File: src/rtl/stage_memory_if.sv
// Data-memory request/acknowledge bus between the memory stage (master) and data memory (slave).
interface stage_memory_if;
  logic        dmem_req;
  logic        dmem_we;
  logic [31:0] dmem_addr;
  logic [3:0]  dmem_be;
  logic [31:0] dmem_wdata;
  logic        dmem_ack;
  logic [31:0] dmem_rdata;

  modport master (
    output dmem_req, dmem_we, dmem_addr, dmem_be, dmem_wdata,
    input  dmem_ack, dmem_rdata
  );

  modport slave (
    input  dmem_req, dmem_we, dmem_addr, dmem_be, dmem_wdata,
    output dmem_ack, dmem_rdata
  );
endinterface

File: src/rtl/stage_memory.sv
// Memory pipeline stage: ALU results pass in one cycle, loads/stores run a req/ack
// transaction with lane alignment, load extension, misalignment abort and ack timeout.
module stage_memory #(
  parameter int unsigned ACK_TIMEOUT = 255
) (
  input  logic                 clk,
  input  logic                 rst_n,
  input  logic                 execute_valid,
  input  logic [31:0]          execute_alu_result,
  input  logic [4:0]           execute_rd,
  input  logic                 execute_wr_enable,
  input  logic                 execute_mem_to_reg,
  input  logic                 execute_mem_write,
  input  logic [2:0]           execute_funct3,
  input  logic [31:0]          execute_store_data,
  output logic                 mem_stall,
  stage_memory_if.master       dmem,
  output logic                 memory_valid,
  output logic [4:0]           memory_rd,
  output logic                 memory_wr_enable,
  output logic [31:0]          memory_result,
  output logic                 memory_misaligned,
  output logic                 memory_bus_err
);

  typedef enum logic {S_IDLE, S_WAIT} state_t;

  state_t      state, state_n;
  logic [31:0] cnt;
  logic        is_mem_p0, misaligned_p0;
  logic        start_req, alu_pass, misalign, ack_done, timeout;
  logic [4:0]  rd_p1;
  logic        wr_en_p1, load_p1;
  logic [2:0]  funct3_p1;
  logic [1:0]  off_p1;

  function automatic logic [3:0] lane_be(input logic [2:0] f3, input logic [1:0] off);
    case (f3[1:0])
      2'b00:   lane_be = 4'b0001 << off;
      2'b01:   lane_be = 4'b0011 << off;
      default: lane_be = 4'b1111;
    endcase
  endfunction

  function automatic logic [31:0] lane_wdata(input logic [2:0] f3, input logic [31:0] d);
    case (f3[1:0])
      2'b00:   lane_wdata = {4{d[7:0]}};
      2'b01:   lane_wdata = {2{d[15:0]}};
      default: lane_wdata = d;
    endcase
  endfunction

  function automatic logic [31:0] load_extend(input logic [2:0] f3, input logic [1:0] off,
                                              input logic [31:0] word);
    logic [31:0]        sh;
    logic signed [7:0]  b;
    logic signed [15:0] h;
    sh = word >> {off, 3'b000};
    b  = sh[7:0];
    h  = sh[15:0];
    case (f3)
      3'b000:  load_extend = {{24{b[7]}}, b};
      3'b001:  load_extend = {{16{h[15]}}, h};
      3'b100:  load_extend = {24'b0, sh[7:0]};
      3'b101:  load_extend = {16'b0, sh[15:0]};
      default: load_extend = word;
    endcase
  endfunction

  assign is_mem_p0 = execute_mem_to_reg | execute_mem_write;

  always_comb begin
    case (execute_funct3[1:0])
      2'b00:   misaligned_p0 = 1'b0;
      2'b01:   misaligned_p0 = execute_alu_result[0];
      default: misaligned_p0 = |execute_alu_result[1:0];
    endcase
  end

  assign mem_stall     = (state == S_WAIT);
  assign dmem.dmem_req = (state == S_WAIT);

  always_ff @(posedge clk or negedge rst_n) begin
    if (!rst_n) state <= S_IDLE;
    else        state <= state_n;
  end

  // ACK_TIMEOUT of 0 disables the abort entirely; ack beats timeout on the same edge
  always_comb begin
    state_n   = state;
    start_req = 1'b0;
    alu_pass  = 1'b0;
    misalign  = 1'b0;
    ack_done  = 1'b0;
    timeout   = 1'b0;
    case (state)
      S_IDLE: begin
        if (execute_valid) begin
          if (!is_mem_p0) begin
            alu_pass = 1'b1;
          end else if (misaligned_p0) begin
            misalign = 1'b1;
          end else begin
            start_req = 1'b1;
            state_n   = S_WAIT;
          end
        end
      end
      S_WAIT: begin
        if (dmem.dmem_ack) begin
          ack_done = 1'b1;
          state_n  = S_IDLE;
        end else if (ACK_TIMEOUT != 0 && cnt == ACK_TIMEOUT - 1) begin
          timeout = 1'b1;
          state_n = S_IDLE;
        end
      end
      default: state_n = S_IDLE;
    endcase
  end

  always_ff @(posedge clk or negedge rst_n) begin
    if (!rst_n)                cnt <= '0;
    else if (start_req)        cnt <= '0;
    else if (state == S_WAIT)  cnt <= cnt + 1'b1;
  end

  // p0 -> p1: latch the bus request and the fields needed when the access completes
  always_ff @(posedge clk or negedge rst_n) begin
    if (!rst_n) begin
      dmem.dmem_we    <= 1'b0;
      dmem.dmem_addr  <= '0;
      dmem.dmem_be    <= '0;
      dmem.dmem_wdata <= '0;
    end else if (start_req) begin
      dmem.dmem_we    <= execute_mem_write;
      dmem.dmem_addr  <= {execute_alu_result[31:2], 2'b00};
      dmem.dmem_be    <= lane_be(execute_funct3, execute_alu_result[1:0]);
      dmem.dmem_wdata <= lane_wdata(execute_funct3, execute_store_data);
    end
  end

  always_ff @(posedge clk) begin
    if (start_req) begin
      rd_p1     <= execute_rd;
      wr_en_p1  <= execute_wr_enable;
      load_p1   <= ~execute_mem_write;
      funct3_p1 <= execute_funct3;
      off_p1    <= execute_alu_result[1:0];
    end
  end

  // p1 -> p2: retire into the write-back registers
  always_ff @(posedge clk or negedge rst_n) begin
    if (!rst_n) begin
      memory_valid      <= 1'b0;
      memory_rd         <= '0;
      memory_wr_enable  <= 1'b0;
      memory_result     <= '0;
      memory_misaligned <= 1'b0;
      memory_bus_err    <= 1'b0;
    end else begin
      memory_valid      <= alu_pass | misalign | ack_done | timeout;
      memory_misaligned <= misalign;
      memory_bus_err    <= timeout;
      if (alu_pass) begin
        memory_rd        <= execute_rd;
        memory_wr_enable <= execute_wr_enable;
        memory_result    <= execute_alu_result;
      end else if (misalign) begin
        memory_rd        <= execute_rd;
        memory_wr_enable <= 1'b0;
        memory_result    <= execute_alu_result;
      end else if (ack_done) begin
        memory_rd        <= rd_p1;
        memory_wr_enable <= load_p1 & wr_en_p1;
        if (load_p1) memory_result <= load_extend(funct3_p1, off_p1, dmem.dmem_rdata);
      end else if (timeout) begin
        memory_rd        <= rd_p1;
        memory_wr_enable <= 1'b0;
      end
    end
  end

endmodule

File: src/flat_wrapper.sv
// flat-port wrapper written by rule: the top's interface ports become plain ports
module stage_memory_flat 
#(
  parameter int unsigned ACK_TIMEOUT = 255
)
  (clk, rst_n, execute_valid, execute_alu_result, execute_rd, execute_wr_enable, execute_mem_to_reg, execute_mem_write, execute_funct3, execute_store_data, mem_stall, memory_valid, memory_rd, memory_wr_enable, memory_result, memory_misaligned, memory_bus_err, dmem_dmem_req, dmem_dmem_we, dmem_dmem_addr, dmem_dmem_be, dmem_dmem_wdata, dmem_dmem_ack, dmem_dmem_rdata);
  stage_memory_if dmem_i ();
  input  logic clk;
  input  logic rst_n;
  input  logic execute_valid;
  input  logic [31:0] execute_alu_result;
  input  logic [4:0] execute_rd;
  input  logic execute_wr_enable;
  input  logic execute_mem_to_reg;
  input  logic execute_mem_write;
  input  logic [2:0] execute_funct3;
  input  logic [31:0] execute_store_data;
  output logic mem_stall;
  output logic memory_valid;
  output logic [4:0] memory_rd;
  output logic memory_wr_enable;
  output logic [31:0] memory_result;
  output logic memory_misaligned;
  output logic memory_bus_err;
  output wire logic [$bits(dmem_i.dmem_req)-1:0] dmem_dmem_req;
  output wire logic [$bits(dmem_i.dmem_we)-1:0] dmem_dmem_we;
  output wire logic [$bits(dmem_i.dmem_addr)-1:0] dmem_dmem_addr;
  output wire logic [$bits(dmem_i.dmem_be)-1:0] dmem_dmem_be;
  output wire logic [$bits(dmem_i.dmem_wdata)-1:0] dmem_dmem_wdata;
  input wire logic [$bits(dmem_i.dmem_ack)-1:0] dmem_dmem_ack;
  input wire logic [$bits(dmem_i.dmem_rdata)-1:0] dmem_dmem_rdata;
  assign dmem_dmem_req = dmem_i.dmem_req;
  assign dmem_dmem_we = dmem_i.dmem_we;
  assign dmem_dmem_addr = dmem_i.dmem_addr;
  assign dmem_dmem_be = dmem_i.dmem_be;
  assign dmem_dmem_wdata = dmem_i.dmem_wdata;
  assign dmem_i.dmem_ack = dmem_dmem_ack;
  assign dmem_i.dmem_rdata = dmem_dmem_rdata;
  stage_memory #(.ACK_TIMEOUT(ACK_TIMEOUT)) u_core (.clk(clk), .rst_n(rst_n), .execute_valid(execute_valid), .execute_alu_result(execute_alu_result), .execute_rd(execute_rd), .execute_wr_enable(execute_wr_enable), .execute_mem_to_reg(execute_mem_to_reg), .execute_mem_write(execute_mem_write), .execute_funct3(execute_funct3), .execute_store_data(execute_store_data), .mem_stall(mem_stall), .dmem(dmem_i), .memory_valid(memory_valid), .memory_rd(memory_rd), .memory_wr_enable(memory_wr_enable), .memory_result(memory_result), .memory_misaligned(memory_misaligned), .memory_bus_err(memory_bus_err));
endmodule
File: config.mk
export PLATFORM = sky130hd
export DESIGN_NAME = stage_memory_flat
export DESIGN_NICKNAME = d
export VERILOG_FILES = /design/src/rtl/stage_memory_if.sv /design/src/rtl/stage_memory.sv /design/src/flat_wrapper.sv
export SDC_FILE = /design/constraint.sdc
export NUM_CORES = 1
export LEC_CHECK = 0
export CAP_MARGIN = 20
export CELL_PAD_IN_SITES_DETAIL_PLACEMENT = 1
export CELL_PAD_IN_SITES_GLOBAL_PLACEMENT = 1
export CORE_MARGIN = 3
export CORE_UTILIZATION = 38
export DETAILED_ROUTE_END_ITERATION = 12
export PLACE_DENSITY_LB_ADDON = 0.1
export REMOVE_ABC_BUFFERS = 1
export SLEW_MARGIN = 40
export SYNTH_ARGS = -nofsm -noshare
export SYNTH_HDL_FRONTEND = slang
export SYNTH_SLANG_ARGS = --single-unit
File: constraint.sdc
create_clock -name clk -period 5.6 [get_ports clk]
set_input_delay 1.12 -clock clk [delete_from_list [all_inputs] [get_ports clk]]
set_output_delay 1.12 -clock clk [all_outputs]
set_load 0.02 [all_outputs]
### Yosys cells after proc, flatten, opt, wreduce, memory -nomap -nowiden

Cells that the tools add are included.

* $add $sub $neg: 1
* $mul: 0
* div/mod/pow operators: 0
* $lt $le $gt $ge: 0
* equality and inequality tests: 5
* shift operators: 3
* muxes and demuxes: 37
* bitwise logic cells: 7
* reduce and logical (&&, ||, !) cells: 8

Operator list (number)
* $mux 32: 6
* $pmux 32 s4: 1
* $pmux 32 s2: 1
* $add 32x1->32 const B: 1
* $eq 32x8->1 const B: 1
* $shr 32x5->16: 1
* $mux 1: 22
* $mux 5: 4
* $pmux 4 s2: 1
* $eq 3x3->1 const B: 2
* $reduce_bool 3->1: 2
* $or 1x1->1: 4
* $pmux 1 s2: 2
* $reduce_bool 4->1: 1
* $shl 1x2->4 const A: 1
* $shl 2x2->4 const A: 1
* $eq 3x1->1 const B: 1
* $logic_not 3->1: 1
* $eq 2x1->1 const B: 1
* $logic_not 2->1: 1
* $not 1->1: 2
* $reduce_and 2->1: 1
* $reduce_bool 2->1: 1
* $reduce_or 2->1: 1
* $and 1x1->1: 1

* bits in registers: 153
* bits in latches: 0
* memory bits (writable): 0
* bits in read-only memories: 0
* input bits: 111
* output and inout bits: 112
* logic and storage cells: 78
* memories: 0

### Depth between registers and ports, before layout

Gate-level depths: netlist of run 1.

* depth in word-level cells: 9
* gate-level depth with buffers: 8
* depth with buffers taken out: 7

### Worst setup path before layout of run 1

OpenSTA, ideal clock, no wires.

* path kind: input port to flip-flop
* from: in execute_alu_result[0]
* to: reg u_core.funct3_p1[0] (enable)
* library setup time: 0.381 ns
* data arrival time: 2.464 ns
* data required time: 5.219 ns
* slack: 2.755 ns
* stages on the path: 6
* buffers on the path: 3
* cell sequence: clkbuf_1 > nor2_1 > o21ai_1 > clkbuf_1 > inv_2 > clkbuf_1

* cells in the longest elaborated chain, start to end: 6

RTL lines
* start: declaration: RTL line flat_wrapper.sv:11 `input logic [31:0] execute_alu_result;`
* $reduce_or 2->1: RTL line stage_memory.sv:76 `default: misaligned_p0 = |execute_alu_result[1:0];`
* $pmux 1 s2 *: RTL line stage_memory.sv:73 `case (execute_funct3[1:0])`
* $mux 1 *: RTL line stage_memory.sv:101 `end else if (misaligned_p0) begin`
* $mux 1 *: RTL line stage_memory.sv:99 `if (!is_mem_p0) begin`
* $mux 1 *: RTL line stage_memory.sv:98 `if (execute_valid) begin`
* $mux 1 *: RTL line stage_memory.sv:96 `case (state)`
* named net u_core.start_req: RTL line stage_memory.sv:31 `logic start_req, alu_pass, misalign, ack_done, timeout;`
* end signal: assignment: RTL line stage_memory.sv:148 `funct3_p1 <= execute_funct3;`
* end: declaration: RTL line stage_memory.sv:34 `logic [2:0] funct3_p1;`

The timed path passes the listed nets; every way through them passes the cells marked *.
A chain may end at the register's enable or synchronous reset.

### Worst setup path in the final report of run 1

* from: in execute_funct3[0]
* to: reg u_core.dmem.dmem_wdata[26]

* cells in the longest elaborated chain, start to end: 6
* elaborated cells between the ends (all ways): 8
* those cells by class: eq/ne (1); mux (6); reduce/logical (1)

RTL lines
* start: declaration: RTL line flat_wrapper.sv:16 `input logic [2:0] execute_funct3;`
* $eq 2x1->1 / $logic_not 2->1 (equally long branches): RTL line stage_memory.sv:46, stage_memory.sv:73
* $pmux 1 s2: RTL line stage_memory.sv:73
* $mux 1: RTL line stage_memory.sv:101
* $mux 1: RTL line stage_memory.sv:99
* $mux 1: RTL line stage_memory.sv:98
* $mux 1: RTL line stage_memory.sv:96
* end signal: assignment: RTL line stage_memory.sv:139 `dmem.dmem_wdata <= lane_wdata(execute_funct3, execute_store_data);`
* end: declaration: RTL line stage_memory_if.sv:12 `output dmem_req, dmem_we, dmem_addr, dmem_be, dmem_wdata,`

Several ways; a longest one is shown, not always the timed one.

==> results of run 1 <==
area by class of cell:
class,instances,area [um2]
clock buffer,20,447
fill,2208,8500
timing repair buffer,229,2290
tap,260,325
sequential,153,3890
multi-input combinational,612,3400
clock inverter,11,124
inverter,10,40.0
path summary, 6_finish.rpt:
kind,startpoint,to,slack [ns],cells past startpoint
max,execute_funct3[0],u_core.dmem.dmem_wdata[26],2.19,7
min reg2reg,u_core.dmem.dmem_addr[14],u_core.dmem.dmem_addr[14],0.47,2
min,u_core.dmem.dmem_addr[14],u_core.dmem.dmem_addr[14],0.47,2
max in group asynchronous,rst_n,u_core.dmem.dmem_wdata[5],3.78,3
max reg2reg,u_core.dmem.dmem_req,u_core.dmem.dmem_wdata[26],2.85,6
min in group asynchronous,rst_n,u_core.cnt[9],0.54,1
cells in the mapped netlist, drive strengths merged (9+ instances only):
| master | number | share of area |
|---|---|---|
| a21oi | 65 | 0.043 |
| mux2i | 50 | 0.067 |
| dfrtp | 141 | 0.47 |
| nand3 | 33 | 0.022 |
| buf | 10 | 0.0067 |
| edfxtp | 12 | 0.048 |
| nor3 | 10 | 0.0067 |
| o21ai | 73 | 0.049 |
| o211ai | 11 | 0.011 |
| nand2 | 238 | 0.12 |
| nor4 | 11 | 0.011 |
| clkbuf | 44 | 0.022 |
| inv | 10 | 0.0050 |
| nand4 | 9 | 0.0075 |
| nor2 | 28 | 0.014 |
worst max-delay path, delay by kind of cell:
family / cells / cell delay, ns
buffers and inverters: 4 / 1.79
AO/OA/AOI/OAI: 3 / 0.66
registers in the layout, indices dropped and copies added (netlist names):
signal / flops
u_core.cnt: 32
u_core.dmem.dmem_wdata: 32
u_core.memory_result: 32
u_core.dmem.dmem_addr: 30
u_core.memory_rd: 5
u_core.rd_p1: 5
u_core.dmem.dmem_be: 4
u_core.funct3_p1: 3
u_core.off_p1: 2
u_core.dmem.dmem_req: 1
u_core.dmem.dmem_we: 1
u_core.load_p1: 1
u_core.memory_bus_err: 1
u_core.memory_misaligned: 1
u_core.memory_valid: 1
u_core.memory_wr_enable: 1
u_core.wr_en_p1: 1
power by group:
part	total, uW	switching (uW)	internal, uW	leakage [uW]
Clock	1140	475	665	0.000268
Combinational	1170	628	539	0.00240
Sequential	1460	136	1320	0.00190
Total	3770	1240	2530	0.00457
layer usage:
metal	GRT usage	share of wire
met1	0.304	0.44
met2	0.375	0.47
met3	0.0801	0.080
met4	0.0588	0.014
met5	0	0
through the flow:
| stage | util | total power, uW | instance area, um2 |
|---|---|---|---|
| CTS | 0.551 | 3800 | 10500 |
| finish | 0.553 | 3770 | 10500 |
| floorplan | - | 1990 | 7270 |
| detailed placement | 0.521 | 2650 | 9910 |
| global route | 0.553 | 3960 | 10500 |
| global placement | 0.520 | 2620 | 9890 |
kinds of logic (layout without fill, tap and decap cells):
logic type               Yosys count  after routing  synth area share
XOR/XNOR                           3              3           0.00351
buffers and inverters             64            270            0.0338
other                              1              2          0.000501
adder cells (fa/ha/maj)            2              2           0.00334
multiplexers                      53             53            0.0734
AND/OR/NAND/NOR                  354            354             0.205
flip-flops                       153            153             0.520
AO/OA/AOI/OAI                    198            198             0.160
==> impl_metrics.yaml, run 1 <==
run_status:
  status: "finished clean"
global_route:
  grt_max_degree: 97
  grt_pass1_wl_um: 40200
  track_usage: 0.233
  antenna_found_initial: 0
  first_global_vias: 7265
  grt_overflow_total: 0
power_and_ir_drop:
  ir_drop_v: 0.000205
  powerDensity_nw_per_um2: 358
  p_leak_uw: 0.00457
detailed_routing:
  wl_um: 25000
  via_per_inst: 5.36
  firstDrtPassIters: 6
  drc: 0
  vias: 6941
  ant_nets: 0
  wl_per_cell_um: 19.3
  drt-initial-drc-count: 309
timing:
  worst_pin_slew_ns: 0.773
  maxSlewViolCount: 0
  timing_hold_violations_final: 0
  setup_tns_ns: 0
  clock_skew_ns: 0.00907
  rsz0062_at_grt: "false"
  fmax_mhz: 293
  post-route-period-util: 0.609
  min_period_ns: 3.41
  relSlewSlack: 0.483
  setup_viol: 0
  whs_ns: 0.472
  layout_setup_ws_ns: 2.19
yosys:
  synth_flop_cell: "dfrtp_1"
  yosysWarnings: 0
  ys_async_sr_fraction: 0.922
  ys_seq_area_frac: 0.520
  yosys_register_bits: 153
  synthCells: 828
  syn-mean-instance-area_um2: 9.04
  synth_area_um2: 7480
  synthDistinctLibCells: 57
  synth_edf_count: 12
clock_tree:
  postCtsSetupBuffers: 0
  cts_made_buffers: 17
  cts_tree: "done"
  holdBufCountCts: 0
  clock_path_buffers: 2
  cts_resized: 0
  clk_pin_slew_ns: 0.06
  cts-root-buf: "clkbuf_16"
  htree_num_levels: 4
  clock_sinks: 153
  clk_latency_ns: 0.43
final_layout:
  final_cell_mix: "nand2_1 (237), clkdlybuf4s50_1 (219), dfrtp_1 (141)"
  drive_above_1_share: 0.0541
  fin_cells: 1295
  area_delta_synth_final_pct: 40.5
  num_antenna_cells: 0
  final_common_cell: "nand2_1"
  finish.net_count: 1136
worst_hold_path:
  holdCritPathClass: "flop to flop"
floorplanning:
  top_level_ports: 223
  fp.dieH_um: 146
  start_util: 0.394
  dieArea_um2: 21400
  die_w_um: 146
  design.core.area_um2: 19000
  rows: 50
setup_path:
  end_kind: "flop"
  critPathKind: "primary input to flop"
  cpMaxStageDelayCell: "buf_4"
  cp_max_fo: 74
  cp_common_cell: "buf_4"
  arrival_ns: 3.68
  max_stage_delay_ns: 0.62
  critPathLaunchType: "primary input"
  path_cells: "clkdlybuf4s50_1 > buf_4 > a21oi_1 > o21ai_4 > buf_4 > buf_4 > o21ai_0"
  worstPathRequired_ns: 5.87
place:
  dpl_worst_slack_ns: 1.77
  gp_congestion: 0.831
  port_buffers: 220
  placed_cells: 1263
  hpwlAfterDp_um: 17500
run:
  drv_cap: 0
Note: power is estimated with default switching activity, not from simulation.
==> run 2, diff against run 1 <==
--- a/config.mk
+++ b/config.mk
@@ -9,7 +9,7 @@
 export CELL_PAD_IN_SITES_DETAIL_PLACEMENT = 1
 export CELL_PAD_IN_SITES_GLOBAL_PLACEMENT = 1
 export CORE_MARGIN = 3
-export CORE_UTILIZATION = 38
+export CORE_UTILIZATION = 32
 export DETAILED_ROUTE_END_ITERATION = 12
 export PLACE_DENSITY_LB_ADDON = 0.1
 export REMOVE_ABC_BUFFERS = 1
==> constraint.sdc (replaced) <==
create_clock -name clk -period 2.9 [get_ports clk]
set_input_delay 0.58 -clock clk [delete_from_list [all_inputs] [get_ports clk]]
set_output_delay 0.58 -clock clk [all_outputs]
set_load 0.02 [all_outputs]
==> run 2 against run 1 <==
Compared with the run above: global-route usage decreased by 2.3 points; combinational power increased by 95%; worst setup slack got worse by 1.7 ns; non-clock buffer count increased by 12; hold slack got worse by 0.33 ns; first-iteration DRC count decreased by 14%; sequential cell count unchanged; total power increased by 100%; wire length increased by 4.4%; via count decreased by 0.99%; critical path depth decreased by 2; critical endpoint is now u_core.memory_wr_enable.
==> impl_metrics.yaml, run 2 (synthesized netlist as in run 1, its figures left out) <==
floorplanning:
  fp.dieH_um: 159
  top_level_ports: 223
  die_w_um: 159
  start_util: 0.329
  rows: 55
  design.core.area_um2: 22800
  dieArea_um2: 25300
clock_tree:
  postCtsSetupBuffers: 0
  htree_num_levels: 4
  cts_resized: 0
  clk_latency_ns: 0.43
  cts_tree: "done"
  clock_sinks: 153
  holdBufCountCts: 0
  clk_pin_slew_ns: 0.06
  clock_path_buffers: 2
  cts_made_buffers: 17
  cts-root-buf: "clkbuf_16"
power_and_ir_drop:
  seqPwrFrac: 0.372
  p_leak_uw: 0.00467
  swShare: 0.324
  p_sw_uw: 2440
  intPower_uw: 5090
  powerDensity_nw_per_um2: 700
  p_total_uw: 7530
  ir_drop_v: 0.000363
  p_comb_frac: 0.303
  clock_power_share: 0.325
place:
  hpwlAfterDp_um: 18600
  gp_congestion: 0.800
  port_buffers: 220
  placed_cells: 1329
  dpl_worst_slack_ns: 0.0703
final_layout:
  area_delta_synth_final_pct: 43.5
  finish.net_count: 1148
  final_cell_mix: "nand2_1 (237), clkdlybuf4s50_1 (219), dfrtp_1 (141)"
  reg_top3: "u_core.cnt x32, u_core.dmem.dmem_wdata x32, u_core.memory_result x32"
  fin_cells: 1363
  utilization: 0.472
  drive_above_1_share: 0.0649
  final_common_cell: "nand2_1"
setup_path:
  worstRegToRegCells: 5
  arrival_ns: 2.76
  critPathKind: "flop to flop"
  endpoint: "u_core.memory_wr_enable"
  r2r-start: "u_core.cnt[26]"
  r2r_slack_ns: 0.46
  critPathLaunchType: "flop"
  cp_max_fo: 7
  r2r_end: "u_core.memory_wr_enable"
  end_kind: "flop"
  startpoint: "u_core.cnt[26]"
  worstPathRequired_ns: 3.22
global_route:
  track_usage: 0.210
  first_global_vias: 7381
  grt_max_degree: 119
  grt_overflow_total: 0
  antenna_found_initial: 2
  grt_pass1_wl_um: 42400
timing:
  timing_hold_violations_final: 0
  post-route-period-util: 0.842
  setup_tns_ns: 0
  relSlewSlack: 0.512
  fmax_mhz: 410
  clock_skew_ns: 0.0113
  rsz0062_at_grt: "false"
  setup_viol: 0
  worst_pin_slew_ns: 0.731
  layout_setup_ws_ns: 0.459
  min_period_ns: 2.44
  maxSlewViolCount: 0
detailed_routing:
  ant_nets: 0
  firstDrtPassIters: 4
  drt-initial-drc-count: 267
  drc: 0
  vias: 6872
  wl_per_cell_um: 19.1
  wl_um: 26100
  via_per_inst: 5.04
worst_hold_path:
  holdCritPathClass: "primary input to async pin"
run_status:
  status: "finished clean"
run:
  drv_cap: 0
-- run 2: cell types whose count changed in the layout (fill, tap and decap cells not counted), moves of 2 or more --
cell / before / now
diode_2: 0 / 2
buf_4: 8 / 17
inv_6: 0 / 3
clkinv_2: 2 / 0
bufinv_16: 2 / 4
buf_12: 0 / 4
-- run 2: cell type report --
class / instances / area, um2
Fill cell: 2605 / 12000
Sequential cell: 153 / 3890
Multi-Input combinational cell: 612 / 3380
Timing Repair Buffer: 241 / 2410
Clock buffer: 19 / 443
Tap cell: 313 / 392
Clock inverter: 13 / 191
Inverter: 10 / 37.5
Antenna cell: 2 / 5.00
-- run 2: routing by layer --
layer	up-vias	part of all wire	global-route usage
met1	3372	0.46	0.280
met2	164	0.45	0.325
met4	0	0.014	0.0545
met5	-	0	0
met3	20	0.071	0.0780
li1	3316	-	-
-- run 2: power groups by stage --
stage                     logic (uW)  clock network (uW)  registers (uW)
after global placement          2280                   0            2830
after global routing            2470                2600            2870
final                           2280                2440            2800
after detailed placement        2310                   0            2840
after CTS                       2320                2510            2810
after floorplan                  551                   0            3280
-- run 2: through the flow --
step                area [um2]  hold WS [ns]
floorplan                 7270         0.284
global placement         10100         0.457
detailed placement       10100         0.466
CTS                      10700         0.153
global route             10700         0.166
finish                   10700         0.140
-- run 2: worst max-delay path, stage by stage (launching register included) --
cell	delay (ns)
dfrtp_1	0.45
or4_1	0.55
or4_4	0.44
nor4_4	0.34
o31a_4	0.23
mux2_4	0.30
-- run 2: how the worst min path moves through the flow --
stage / to / slack [ns] / cells past startpoint
6_report: u_core.cnt[9] / 0.14 / 1
5_1_grt: u_core.cnt[6] / 0.17 / 1
4_1_cts: u_core.dmem.dmem_wdata[29] / 0.15 / 1
3_5_place_dp: u_core.dmem.dmem_addr[20] / 0.47 / 2
3_3_place_gp: u_core.dmem.dmem_wdata[3] / 0.46 / 2
2_1_floorplan: u_core.cnt[0] / 0.28 / 0
==> run 3, diff against run 2 <==
==> constraint.sdc (replaced) <==
create_clock -name clk -period 2.1 [get_ports clk]
set_input_delay 0.42 -clock clk [delete_from_list [all_inputs] [get_ports clk]]
set_output_delay 0.42 -clock clk [all_outputs]
set_load 0.02 [all_outputs]
==> run 3 against run 2 <==
Compared with the run above: the flow now finishes with violations (negative setup slack); combinational power up 45%; first-iteration DRC count up 8.2%; clock skew down 0.00076 ns; worst setup slack worse by 0.50 ns; sequential power up 38%; die area unchanged; register-to-register slack worse by 0.50 ns; critical path depth unchanged; count of clock-buffer cells in the layout down 2; clock power up 26%.
==> impl_metrics.yaml, run 3 (synthesized netlist as in run 1, its figures left out) <==
worst_hold_path:
  holdCritPathClass: "flop to flop"
  holdPathEnd: "u_core.dmem.dmem_addr[5]"
  hold_path.startpoint: "u_core.dmem.dmem_addr[5]"
  min_path_cells: 2
global_route:
  grt_overflow_total: 0
  antenna_found_initial: 3
  first_global_vias: 7588
  grt_pass1_wl_um: 42900
  track_usage: 0.210
  grt_max_degree: 46
setup_path:
  cpMaxStageDelayCell: "or4_4"
  r2r_slack_ns: -0.04
  end_kind: "flop"
  path_cells: "or4_4 > or4_4 > nor4_4 > o31a_4 > mux2_4"
  worstPathRequired_ns: 2.41
  arrival_ns: 2.45
  cp_common_cell: "or4_4"
  critPathKind: "flop to flop"
  r2r-start: "u_core.cnt[26]"
  worstRegToRegCells: 5
  critPathLaunchType: "flop"
  max_stage_delay_ns: 0.53
  r2r_end: "u_core.memory_wr_enable"
  cp_max_fo: 3
final_layout:
  final_common_cell: "nand2_1"
  regArea_um2: 3890
  area_delta_synth_final_pct: 50.6
  reg_top3: "u_core.cnt x32, u_core.dmem.dmem_wdata x32, u_core.memory_result x32"
  utilization: 0.495
  drive_above_1_share: 0.121
  n_fill_cell: 2560
  final_cell_mix: "nand2_1 (237), clkdlybuf4s50_1 (219), dfrtp_1 (140)"
  design_area_um2: 11300
  multi_input_area_um2: 3380
  finish.net_count: 1211
timing:
  timing_hold_violations_final: 0
  layout_setup_ws_ns: -0.0417
  min_period_ns: 2.14
  worst_pin_slew_ns: 0.682
  post-route-period-util: 1.02
  fmax_mhz: 467
  relSlewSlack: 0.544
  maxSlewViolCount: 0
  rsz0062_at_grt: "true"
  setup_viol: 1
  setup_tns_ns: -0.0417
  clock_skew_ns: 0.0106
detailed_routing:
  wl_per_cell_um: 18.4
  ant_nets: 0
  firstDrtPassIters: 6
  vias: 7095
  via_per_inst: 4.98
  drc: 0
  wl_um: 26300
  drt-initial-drc-count: 289
power_and_ir_drop:
  seqPwrFrac: 0.377
  p_sw_uw: 3440
  swShare: 0.336
  p_comb_frac: 0.322
  clock_power_share: 0.301
  p_total_uw: 10200
  ir_drop_v: 0.000407
  powerDensity_nw_per_um2: 908
  intPower_uw: 6790
  p_leak_uw: 0.00500
floorplanning:
  fp.dieH_um: 159
  rows: 55
  start_util: 0.329
  dieArea_um2: 25300
  die_w_um: 159
  design.core.area_um2: 22800
  top_level_ports: 223
clock_tree:
  clock_sinks: 153
  clock_path_buffers: 2
  htree_num_levels: 4
  clk_latency_ns: 0.43
  cts-root-buf: "clkbuf_16"
  cts_tree: "done"
  cts_made_buffers: 17
  clk_pin_slew_ns: 0.07
place:
  post_dp_cell_area_um2: 10700
  hpwlAfterDp_um: 19500
  gp_congestion: 0.866
  port_buffers: 220
run_status:
  violations: "negative setup slack"
  status: "finished, violations left"
run:
  drv_cap: 0
run 3: cell types whose count changed in the layout (fill, tap and decap cells not counted), moves of 2 or more:
| cell | delta |
|---|---|
| bufinv_16 | -3 |
| inv_8 | +2 |
| clkinv_4 | +2 |
| inv_6 | +4 |
| buf_12 | +8 |
| buf_4 | +54 |
| clkinvlp_4 | -3 |
run 3: power by group through the flow:
stage                     logic (uW)  clock network (uW)  registers, uW
after global routing            3580                3300           3940
after global placement          3290                   0           3890
after detailed placement        3320                   0           3910
after floorplan                  761                   0           4530
final                           3300                3080           3860
after CTS                       3340                3170           3870
run 3: per-layer routing:
layer,global-route usage,share of wire,wire (um),up-vias
met4,0.0454,0.012,327,4
met2,0.336,0.45,11900,172
met5,0,0.00084,22,-
met1,0.281,0.47,12300,3456
met3,0.0684,0.064,1690,21
li1,-,-,-,3442
run 3: final cells by class:
class                   instances  area share
repair buffers                304       0.265
flip-flops and latches        153       0.345
well taps                     313      0.0347
clock buffers                  17      0.0377
diodes                          1    0.000222
clock inverters                15      0.0135
multi-input cells             612       0.300
inverters                      10     0.00333
run 3: what timing repair did:
action,4_1_cts,5_1_grt
buffers inserted,0,2
resized for setup,3,1
setup endpoints to repair,8,10
hold buffers,1,0
pin swaps,1,2
endpoints found under the hold margin,42,0
run 3: through the flow:
step	worst slack, ns	std cells	hold WS (ns)
2_1_floorplan	-4.12	775	0.124
3_3_place_gp	-0.190	1389	0.401
3_5_place_dp	-0.237	1389	0.401
4_1_cts	-0.0517	1422	0.482
5_1_grt	-0.101	1425	0.505
6_report	-0.0417	1425	0.476
run 3: worst max path at each step:
stage / start / end / slack [ns]
4_1_cts: u_core.cnt[26] / u_core.memory_wr_enable / -0.05
6_report: u_core.cnt[26] / u_core.memory_wr_enable / -0.04
3_5_place_dp: dmem_dmem_rdata[31] / u_core.memory_result[26] / -0.24
3_3_place_gp: dmem_dmem_rdata[31] / u_core.memory_result[18] / -0.19
5_1_grt: u_core.cnt[26] / u_core.memory_wr_enable / -0.10
2_1_floorplan: execute_funct3[0] / u_core.funct3_p1[0] / -4.12
run 3: worst max-delay path: cells and delay by family (launching register included):
| family | cells | cell delay (ns) |
|---|---|---|
| AO/OA/AOI/OAI | 1 | 0.19 |
| flip-flops | 1 | 0.38 |
| multiplexers | 1 | 0.29 |
| AND/OR/NAND/NOR | 3 | 1.16 |
==> RTL edit 1, RTL diff (flow settings as in run 3) <==
`ACK_TIMEOUT` is set to 255 in 2 places; all go to 127.
--- a/src/rtl/stage_memory.sv
+++ b/src/rtl/stage_memory.sv
@@ -3,3 +3,3 @@
 module stage_memory #(
-  parameter int unsigned ACK_TIMEOUT = 255
+  parameter int unsigned ACK_TIMEOUT = 127
 ) (
--- a/src/flat_wrapper.sv
+++ b/src/flat_wrapper.sv
@@ -3,3 +3,3 @@
 #(
-  parameter int unsigned ACK_TIMEOUT = 255
+  parameter int unsigned ACK_TIMEOUT = 127
 )
Behaviour: same outputs for any inputs over 4 cycles, from zero or initial values and one cycle with rst_n low; that may be too few to reach the edited logic, so the function may still have changed.
==> RTL edit 1 against run 3 <==
- global-route usage increased by 0.052 points
- wire length decreased by 0.78%
- critical path depth unchanged
- hold slack got worse by 0.0020 ns
- fmax increased by 5.2%
- total power increased by 1.5%
- setup slack improved by 0.11 ns
- non-clock buffer count decreased by 1
- sequential cell count unchanged
- final cell count decreased by 3.3%
- cell area decreased by 0.80%
- synthesized area decreased by 1.1%
==> RTL edit 1: results (changes against run 3) <==
RUN_STATUS='complete, no violations'
GROUTE.LAYER.MET3.USAGE_PCT=7.16  # +0.32 points
GLOBAL_ROUTE.USAGE.MET2_PCT=33.8  # +0.17 points
GLOBALPLACE.CONGESTION=0.769  # -11%
FINAL.FILL_COUNT=2619  # +2.3%
GRT_USE_MET1_PCT=27.9  # -0.21 points
WORSTHOLDSTART='u_core.dmem.dmem_wdata[0]'
ROUTE.DETAILED.WL_PER_INST_UM=18.9  # +2.6%
SYNTH_SEQUENTIAL_AREA_RATIO_PCT=52.6  # +0.60 points
PLACE.DETAILED.HPWL_MM=19.5  # -0.40%
SYNTHADDERAREAFRAC_PCT=0.338  # +0.0038 points
FIRST_PASS_GRT_WIRE_LENGTH_MM=41.3  # -3.7%
GRT.TOTAL_USAGE_PCT=21.1  # +0.052 points
REGTOREGSETUPSLACK_NS=0.06  # +0.11 ns
CRITICAL_PATH_ARRIVAL_NS=2.34  # -0.11 ns
LAYOUT-DRIVE-GT1-SHARE_PCT=13.3  # +1.2 points
MET2_WIRELENGTH_MM=12.2  # +2.5%
XOR_AND_XNOR_AREA_SHARE_AFTER_SYNTHESIS_PCT=0.355  # +0.0040 points
POST-PLACE-WS_NS=-0.255  # -0.0176 ns
POST_SYNTH_NUM_CELL_TYPES=53  # -7.0%
FIN_SETUP_TNS_NS=0  # +0.0417 ns
POST_SYNTH_MAIN_AREA_CONTRIBUTORS='sky130_fd_sc_hd__dfrtp_1 (48%), sky130_fd_sc_hd__nand2_1 (11%), sky130_fd_sc_hd__mux2i_1 (5.7%)'
TIMING.FINAL.CRIT_SHARE_PCT=96.9  # -5.1 points
WHS_NS=0.474  # -0.00198 ns
RELATIVE_SLEW_MARGINS_PCT=66.2  # +12 points
P_LEAK_nW=4.86  # -2.8%
AREA_TAKEN_BY_MULTI_INPUT_LOGIC_GATES_MM2=0.00329  # -2.7%
SYNTHTOPCELLSBYCOUNT='sky130_fd_sc_hd__nand2_1 (220), sky130_fd_sc_hd__dfrtp_1 (141), sky130_fd_sc_hd__a21oi_1 (80)'
POWER_REPORT.INTERNAL_TOTAL_mW=7.02  # +3.4%
GRT_PASS1_VIAS=7524  # -0.84%
PLACEDINSTANCEAREA_MM2=0.0105  # -1.0%
GRT_START_MAX_NET_PINS=47  # +2.2%
FIRST_ITER_VIOLATIONS=396  # +37%
MET1WIRELENGTH_MM=11.6  # -5.9%
MET3_LENGTH_MM=1.99  # +18%
DRT_PASS1_ITERATIONS=4  # -2
SYNTH.AREA.MUX_SHARE_PCT=6.19  # -1.1 points
ROUTE.FINAL.WIRE_LENGTH_MM=26.1  # -0.78%
SYN_INST=807  # -2.5%
NNETSFINAL=1192  # -1.6%
PWR-SHARE-CLK_PCT=31.3  # +1.2 points
PLACED_CELLS_INCL_TAPS=1343  # -3.3%
REGTOREGSTARTPOINT='u_core.cnt[15]'
## RTL edit 1: cell types whose count changed after synthesis, moves of 8 or more
cell                      change
sky130_fd_sc_hd__o31ai_1     +10
sky130_fd_sc_hd__o221a_2     +13
sky130_fd_sc_hd__mux2i_1      -8
sky130_fd_sc_hd__o21ai_0     +21
sky130_fd_sc_hd__nand2_1     -17
sky130_fd_sc_hd__a21oi_1     +15
sky130_fd_sc_hd__o21ai_1     -23
sky130_fd_sc_hd__nand3_1      -8
sky130_fd_sc_hd__nor2b_1     +14
## RTL edit 1: worst min-delay path, stage by stage, from the launching register on
cell	delay [ns]
sky130_fd_sc_hd__dfrtp_1	0.34
sky130_fd_sc_hd__nand2_1	0.05
sky130_fd_sc_hd__nand2_1	0.05
## RTL edit 1: layout make-up
type	instances	area share, %
multi-input cells	594	29.5
inverters	10	0.336
clock buffers	20	4.00
clock inverters	12	1.47
diodes	1	0.0224
well taps	285	3.19
repair buffers	303	26.7
flip-flops and latches	153	34.8
==> RTL edit 2, RTL diff (settings of run 3) <==
Made on the original files. The output `memory_bus_err` loses its register stage (`memory_bus_err` becomes a continuous assignment).
--- a/src/rtl/stage_memory.sv
+++ b/src/rtl/stage_memory.sv
@@ -160,3 +160,2 @@
       memory_misaligned <= 1'b0;
-      memory_bus_err    <= 1'b0;
     end else begin
@@ -164,3 +163,2 @@
       memory_misaligned <= misalign;
-      memory_bus_err    <= timeout;
       if (alu_pass) begin
@@ -184,2 +182,4 @@
 
+  assign memory_bus_err = timeout;
+
 endmodule
Formal check against the unedited RTL: same outputs for any inputs over 4 cycles, from zero or initial values and one cycle with rst_n low; that may be too few to reach the edited logic, so the function may still have changed.
==> RTL edit 2 against run 3 <==
- the flow still finishes with violations (negative setup slack)
- cell area grew 3.0%
- count of clock-buffer cells in the layout increased by 4
- wire length increased by 0.65%
- setup slack worse by 0.28 ns
- first-iteration DRC count rose by 34%
- total power grew 1.3%
- final cell count up 2.0%
- sequential cell count decreased by 1
- fmax decreased by 11%
- hold slack got worse by 0.0084 ns
- synthesized area fell by 0.33%
==> RTL edit 2: results (changes against run 3) <==
GLOBAL_ROUTE.USAGE.MET2_PCT=33.8  # +0.19 points
SETUP_WS_NS=-0.317  # -0.275 ns
LAYOUT-DRIVE-GT1-SHARE_PCT=15.2  # +3.1 points
CRIT_PATH_LARGEST_CELL_DELAY_NS=0.39  # -0.14 ns
DRT_PASS1_ITERATIONS=4  # -2
FIRST_PASS_GRT_WIRE_LENGTH_MM=42.0  # -2.1%
ROUTE.FINAL.WIRE_LENGTH_MM=26.4  # +0.65%
FINALSETUPVIOLATIONS=9  # +8
HIGHEST_LAYER='met4'
TIMING_WORST_SLEW_PIN_VALUE_NS=0.626  # -0.0558 ns
TIMING.HOLD.WORST.CLASS='in -> async'
SYNTH_SEQUENTIAL_AREA_RATIO_PCT=51.8  # -0.16 points
P_LEAK_nW=5.17  # +3.4%
GROUTE.LAYER.MET3.USAGE_PCT=7.50  # +0.66 points
POST_SYNTH_MAIN_AREA_CONTRIBUTORS='sky130_fd_sc_hd__dfrtp_1 (47%), sky130_fd_sc_hd__nand2_1 (12%), sky130_fd_sc_hd__mux2i_1 (6.7%)'
NUMBER_OF_ANTENNA_VIOLATIONS_AT_THE_FIRST_CHECK_IN_GLOBAL_ROUTING=0  # -3
FIRST_ITER_VIOLATIONS=386  # +34%
XOR_AND_XNOR_AREA_SHARE_AFTER_SYNTHESIS_PCT=0.352  # +0.0012 points
STANDARD_CELL_WITH_THE_MAXIMUM_STAGE_DELAY_ON_THE_CRITICAL_PATH='sky130_fd_sc_hd__dfrtp_1'
FAILED_CHECKS='negative setup slack'
CP_MAX_FO=2  # -1
RUN_STATUS='complete, but fails checks'
MET1WIRELENGTH_MM=12.0  # -2.5%
GLOBALPLACE.CONGESTION=0.857  # -0.99%
FINALCLOCKSKEW_NS=0.0151  # +0.00453 ns
GRT.TOTAL_USAGE_PCT=21.3  # +0.27 points
GRT_START_MAX_NET_PINS=45  # -2.2%
SYNTHTOPCELLSBYCOUNT='sky130_fd_sc_hd__nand2_1 (237), sky130_fd_sc_hd__dfrtp_1 (140), sky130_fd_sc_hd__a21oi_1 (65)'
GRT_PASS1_VIAS=7655  # +0.88%
SYNTHADDERAREAFRAC_PCT=0.335  # +0.0011 points
POSTSYNTH.ASYNCRESETSHARE_PCT=92.1  # about the same
P_SEQ_SHARE_PCT=36.9  # -0.8 points
MET3_LENGTH_MM=1.98  # +17%
POWER_COMBINATIONAL_mW=3.43  # +4%
VIASPERCELL=4.96  # -0.45%
SYN-MEAN-INSTANCE-AREA_UM2=9.02  # -0.21%
NNETSFINAL=1240  # +2.4%
PLACED_CELLS_INCL_TAPS=1414  # +1.8%
[RTL edit 2: cell types whose count changed after synthesis, sizes merged]
cell / before / now
buf: 10 / 9
dfrtp: 141 / 140
clkbuf: 44 / 45
[RTL edit 2: cell type report]
| cell class | instances | area (um^2) |
|---|---|---|
| Timing Repair Buffer | 334 | 3260 |
| Clock buffer | 21 | 482 |
| Tap cell | 313 | 392 |
| Multi-Input combinational cell | 612 | 3450 |
| Antenna cell | 1 | 2.50 |
| Fill cell | 2576 | 11200 |
| Sequential cell | 152 | 3860 |
| Clock inverter | 11 | 113 |
| Inverter | 10 | 37.5 |
[RTL edit 2: stage by stage]
stage	setup TNS, ns	hold slack [ns]	power (mW)	setup slack [ns]
after floorplan	-376.99	0.124	5.28	-4.12
after global placement	-10.47	0.357	7.21	-0.574
after detailed placement	-12.28	0.358	7.28	-0.637
after CTS	-2.40	0.469	10.5	-0.401
after global routing	-2.77	0.486	11.0	-0.489
final	-2.12	0.468	10.4	-0.317
[RTL edit 2: what timing repair did]
action	4_1_cts	5_1_grt
hold buffers	1	0
resized for setup	19	6
setup buffers	6	2
pin swaps	15	7
endpoints found under the setup margin	11	13
endpoints found under the hold margin	36	0
[RTL edit 2: worst paths after layout]
path / start / endpoint / slack, ns / cells past startpoint
setup / recovery: u_core.cnt[23] / memory_bus_err / -0.32 / 6
hold / removal: rst_n / u_core.cnt[12] / 0.47 / 2
setup reg to reg: u_core.cnt[25] / u_core.memory_wr_enable / -0.31 / 6
hold reg to reg: u_core.dmem.dmem_addr[3] / u_core.dmem.dmem_addr[3] / 0.47 / 2
max in group asynchronous: rst_n / u_core.memory_result[6] / 1.01 / 3
min in group clk: u_core.dmem.dmem_addr[3] / u_core.dmem.dmem_addr[3] / 0.47 / 2
